$ cat src/rtl/buzz_seq.sv
// buzz_seq: beep sequencer between the key scanner and the board buzzer.
//
// The scanner delivers key codes as 1-cycle pulses. Each code from 1 to 4 is
// queued in a 4-entry FIFO. Each queued code is played as that many tone
// bursts. Every burst is followed by a silent gap. Only one event plays at a
// time.
//
// Parameters
//   BEEP_CYC  length of one tone burst in clk cycles (1..2^24-1)
//   GAP_CYC   silent gap after every burst in clk cycles (1..2^24-1)
//   HALF_CYC  tone half-period in clk cycles (1..2^24-1)
//
// Ports
//   clk       system clock
//   rst       asynchronous reset, active-high
//   key_val   key event code: 0 = none, 1..4 = event, 5..7 = ignored
//   mute      1 = suppress buzz only; sequencing carries on unchanged
//   buzz      buzzer drive, active-high square wave
//   busy      high while the FIFO holds events or a burst/gap is running
//   fifo_cnt  number of queued events, 0..4
//   ovf       1-cycle pulse: an event was dropped because the FIFO was full
module buzz_seq #(
  parameter int BEEP_CYC = 5_000_000,
  parameter int GAP_CYC  = 5_000_000,
  parameter int HALF_CYC = 12_500
) (
  input  logic       clk,
  input  logic       rst,
  input  logic [2:0] key_val,
  input  logic       mute,
  output logic       buzz,
  output logic       busy,
  output logic [2:0] fifo_cnt,
  output logic       ovf
);

  localparam logic [23:0] BEEP_LAST = 24'(BEEP_CYC - 1);
  localparam logic [23:0] GAP_LAST  = 24'(GAP_CYC - 1);
  localparam logic [23:0] HALF_LAST = 24'(HALF_CYC - 1);

  typedef enum logic [1:0] {
    IDLE = 2'd0,
    BEEP = 2'd1,
    GAP  = 2'd2
  } state_t;

  state_t      state;
  logic [23:0] cyc;         // cycles spent in the current BEEP or GAP
  logic [23:0] half;        // cycles since the last tone edge
  logic        tone;
  logic [2:0]  beeps_left;

  logic [2:0]  mem [4];
  logic [1:0]  wr_ptr;
  logic [1:0]  rd_ptr;
  logic [2:0]  head;

  logic        key_ok;
  logic        pop;
  logic        push;
  logic        drop;

  assign key_ok = (key_val != 3'd0) && (key_val <= 3'd4);
  assign head   = mem[rd_ptr];

  // Events leave the FIFO only from IDLE, so a running burst or gap is never
  // cut short by new input.
  assign pop  = (state == IDLE) && (fifo_cnt != 3'd0);

  // A full FIFO still accepts a push when the head leaves on the same edge.
  assign push = key_ok && ((fifo_cnt != 3'd4) || pop);
  assign drop = key_ok && (fifo_cnt == 3'd4) && !pop;

  // FIFO storage holds data only; its validity is tracked by the pointers.
  always_ff @(posedge clk) begin
    if (push) begin
      mem[wr_ptr] <= key_val;
    end
  end

  always_ff @(posedge clk or posedge rst) begin
    if (rst) begin
      wr_ptr   <= 2'd0;
      rd_ptr   <= 2'd0;
      fifo_cnt <= 3'd0;
      ovf      <= 1'b0;
    end else begin
      if (push) begin
        wr_ptr <= wr_ptr + 2'd1;
      end
      if (pop) begin
        rd_ptr <= rd_ptr + 2'd1;
      end
      case ({push, pop})
        2'b10:   fifo_cnt <= fifo_cnt + 3'd1;
        2'b01:   fifo_cnt <= fifo_cnt - 3'd1;
        default: fifo_cnt <= fifo_cnt;
      endcase
      ovf <= drop;
    end
  end

  always_ff @(posedge clk or posedge rst) begin
    if (rst) begin
      state      <= IDLE;
      cyc        <= 24'd0;
      half       <= 24'd0;
      tone       <= 1'b0;
      beeps_left <= 3'd0;
    end else begin
      case (state)
        IDLE: begin
          if (pop) begin
            beeps_left <= head;
            cyc        <= 24'd0;
            half       <= 24'd0;
            tone       <= 1'b1;
            state      <= BEEP;
          end
        end

        BEEP: begin
          if (cyc == BEEP_LAST) begin
            tone       <= 1'b0;
            beeps_left <= beeps_left - 3'd1;
            cyc        <= 24'd0;
            state      <= GAP;
          end else begin
            cyc <= cyc + 24'd1;
            // The square wave restarts high on every burst. It then flips
            // once every HALF_CYC cycles.
            if (half == HALF_LAST) begin
              half <= 24'd0;
              tone <= ~tone;
            end else begin
              half <= half + 24'd1;
            end
          end
        end

        GAP: begin
          if (cyc == GAP_LAST) begin
            cyc <= 24'd0;
            if (beeps_left != 3'd0) begin
              half  <= 24'd0;
              tone  <= 1'b1;
              state <= BEEP;
            end else begin
              state <= IDLE;
            end
          end else begin
            cyc <= cyc + 24'd1;
          end
        end

        default: begin
          tone  <= 1'b0;
          cyc   <= 24'd0;
          state <= IDLE;
        end
      endcase
    end
  end

  assign buzz = tone & ~mute;
  assign busy = (state != IDLE) | (fifo_cnt != 3'd0);

endmodule

$ cat config.mk
export PLATFORM = sky130hd
export DESIGN_NAME = buzz_seq
export DESIGN_NICKNAME = d
export VERILOG_FILES = /design/src/rtl/buzz_seq.sv
export SDC_FILE = /design/constraint.sdc
export NUM_CORES = 1
export LEC_CHECK = 0
export ABC_AREA = 0
export ABC_CLOCK_PERIOD_IN_PS = 3920
export CORE_UTILIZATION = 40
export DETAILED_ROUTE_END_ITERATION = 12
export GPL_ROUTABILITY_DRIVEN = 0
export PLACE_DENSITY = 0.63
export SLEW_MARGIN = 25
export SYNTH_ARGS = -nofsm -noshare
export SYNTH_HDL_FRONTEND = slang
export SYNTH_SLANG_ARGS = --single-unit
$ cat constraint.sdc
create_clock -name clk -period 3.92 [get_ports clk]
set_input_delay 0.784 -clock clk [delete_from_list [all_inputs] [get_ports clk]]
set_output_delay 0.784 -clock clk [all_outputs]
set_load 0.02 [all_outputs]
==> flow_metrics.tcl <==
set metrics [dict create \
    wl_per_cell_um 15.8 \
    ir_worst_vdd_v 0.000397 \
    holdBufCountCts 0 \
    grt_pass1_wl_mm 16.2 \
    synthAdderAreaFrac_pct 4.26 \
    ys.flop_type "dfrtp_1" \
    finalCritPeriodShare_pct 85.0 \
    status "complete, no violations" \
    finalSetupTns_ns 0 \
    skew_ns 0.0104 \
    p_int_uw 1160 \
    fin_ws_ns 0.586 \
    first_pass_iters 5 \
    final_nets 473 \
    core_region_area_mm2 0.0104 \
    grt_overflow 0 \
    cp_max_fo 14 \
    cp-start-kind "flip-flop" \
    cts_root_buffer "clkbuf_8" \
    ys_warn_count 0 \
    avgSynthCellArea_um2 9.65 \
    dieArea_mm2 0.0111 \
    synth-seq-area-share_pct 44.6 \
    post_cts_buffers 0 \
    clkTransAtPathRegs_ns 0.07 \
    viasPerCell 5.66 \
    clock.fmax_mhz 300 \
    hold_class "reg2reg" \
    synth-seq-cells 74 \
    synth_top_area_share_pct 36.2 \
    synth_top_family_by_area "simple AND/OR/NAND/NOR gates" \
    p_leak_uw 0.00180 \
    die_h_um 105 \
    synth_edf_count 12 \
    pre_cts_ws_ns 0.974 \
    syn_inst 444 \
    num_antenna_cells 0 \
    tightest_slew_ns 0.813 \
    synth.area.mux_share_pct 2.54 \
    tritoncts "built" \
    crit_arrival_ns 2.55 \
    grt.total_usage_pct 18.4 \
    finalHoldViolations 0 \
    yosys-top-cells-count "dfrtp_1, nor2_1, nand2_1" \
    end_kind "output port" \
    grt_pass1_vias 3351 \
    netlist_top_cells_area "dfrtp_1, edfxtp_1, xnor2_1, nor2_1, ha_1" \
    required_ns 3.14 \
    dp_hpwl_mm 6.63 \
    post_synth_num_cell_types 62 \
    clkSinkCount 74 \
    clockBufferDepth 2 \
    drt_iter0_markers 292 \
    synth-compound-area-share_pct 15.4 \
    initial_utilization_pct 41.3 \
    die_w_um 105 \
    swShare_pct 28.2 \
    p_switching_uw 455 \
    slew_viol_final 0 \
    clkPwrFrac_pct 31.8 \
    grt_max_degree 34 \
    ant_nets 0 \
    drt_drc_violations_left 0 \
    drive_above_1_share_pct 8.52 \
    area_growth_pct 9.26 \
    finalCriticalPeriod_ns 3.33 \
    antenna_found_initial 0 \
    top_layer "met4" \
    htreeDepth 3 \
    setup_viol 0 \
    ios 12 \
    wl_met1_mm 4.66 \
    synthesis.nets 464 \
    rsz0062_at_grt "false" \
    synth_area_mm2 0.00428 \
    dr_wl_met3_um 421 \
    synthXorXnorAreaFrac_pct 4.91 \
    wl_mm 9.41 \
    power.share.sequential_pct 54.9 \
    worstSetupPathType "reg2out" \
    slew_headroom_pct 45.4 \
    post_cts_resized 0 \
    synth_area_leader_cell "dfrtp_1" \
    synthSimpleGateAreaFrac_pct 23.7 \
    power.density_mw_per_mm2 345 \
    vias 3362 \
    io_buffers 11 \
    max_cap_viol_count 0 \
    cts_buffers 9 \
    wl_met2_mm 4.19 \
    placementRows 37 \
    yosysMostFrequentCell "dfrtp_1" \
    async_flop_share_pct 83.8 \
    power_frac_comb_pct 13.3 \
    clk_latency_ns 0.36 \
]
layout make-up:
type,instances,area (um^2)
Sequential cell,74,1910
Inverter,28,105
Tap cell,136,170
Clock buffer,10,128
Fill cell,987,5690
Timing Repair Buffer,16,148
Multi-Input combinational cell,324,2180
Clock inverter,6,33.8
placed cells by master, fill, tap and decap left out, types with 4 or more instances in the layout:
cell type | Yosys | final
nor2b_1 | 4 | 4
o21ai_0 | 22 | 22
and2_1 | 8 | 8
edfxtp_1 | 12 | 12
inv_1 | 27 | 26
xnor2_1 | 22 | 22
and4_1 | 5 | 5
clkdlybuf4s50_1 | 0 | 11
a22o_1 | 9 | 9
o2bb2ai_1 | 6 | 6
clkbuf_8 | 0 | 9
ha_1 | 13 | 13
buf_4 | 3 | 5
o211ai_1 | 8 | 8
nand2b_1 | 4 | 4
a21oi_1 | 8 | 8
nand2_1 | 35 | 35
nand3_1 | 24 | 24
a211oi_1 | 11 | 11
nor3_1 | 20 | 20
nand4_1 | 11 | 11
or4b_2 | 4 | 4
nor2_1 | 46 | 46
o22ai_1 | 5 | 5
dfrtp_1 | 62 | 62
nor4_1 | 7 | 7
final timing paths:
| check | from | to | slack [ns] | depth (start not counted) |
|---|---|---|---|---|
| worst max-delay path | state[1] | busy | 0.59 | 6 |
| max in group asynchronous | rst | beeps_left[0] | 2.36 | 3 |
| worst min register to register | beeps_left[0] | beeps_left[0] | 0.53 | 2 |
| min in group asynchronous | rst | half[14] | 0.85 | 2 |
| worst max register to register | state[1] | half[0] | 0.94 | 9 |
| worst min-delay path | beeps_left[0] | beeps_left[0] | 0.53 | 2 |
cells by family (layout without fill, tap and decap cells):
family,Yosys count,count (layout)
adders and majority gates,14,14
muxes,7,7
and+or+nand+nor,189,189
buffers and inverters,46,60
DFF,74,74
xor gates and xnor gates,24,24
AOI/OAI and AO/OA,90,90
flip-flops by register name (all words and copies together) (netlist names):
| name | count |
|---|---|
| cyc | 24 |
| beeps_left | 3 |
| half | 24 |
| mem | 12 |
| rd_ptr | 2 |
| state | 2 |
| tone | 1 |
| ovf | 1 |
| wr_ptr | 2 |
| fifo_cnt | 3 |
power groups by stage:
stage / Clock, uW / Sequential (uW) / Combinational, uW
final: 514 / 886 / 215
after global routing: 559 / 894 / 242
after CTS: 528 / 887 / 218
after detailed placement: 0 / 901 / 215
after global placement: 0 / 899 / 210
after floorplan: 0 / 909 / 119
per-layer routing:
layer  vias up  track usage (%)
met5         -                0
met4         0             6.94
met3        14             3.59
met2        95             28.4
met1      1610             25.7
li1       1643                -
worst max-delay path: stages, from the launching register on:
cell and delay [ns]:
dfrtp_1 0.44, inv_1 0.09, ha_1 0.28, nor4b_2 0.19
buf_4 0.18, inv_1 0.33, clkdlybuf4s50_1 0.70
per-stage QoR:
step / hold WS (ns) / utilization (%) / instances / total power, uW / instance area (um^2)
4_1_cts: 0.537 / 45.1 / 594 / 1630 / 4680
3_5_place_dp: 0.519 / 43.6 / 578 / 1120 / 4520
6_report: 0.529 / 45.1 / 594 / 1610 / 4680
5_1_grt: 0.556 / 45.1 / 594 / 1690 / 4680
2_1_floorplan: 0.474 / - / 444 / 1030 / 4280
3_3_place_gp: 0.509 / 43.6 / 578 / 1110 / 4520
Power figures use the tool's default switching activity.
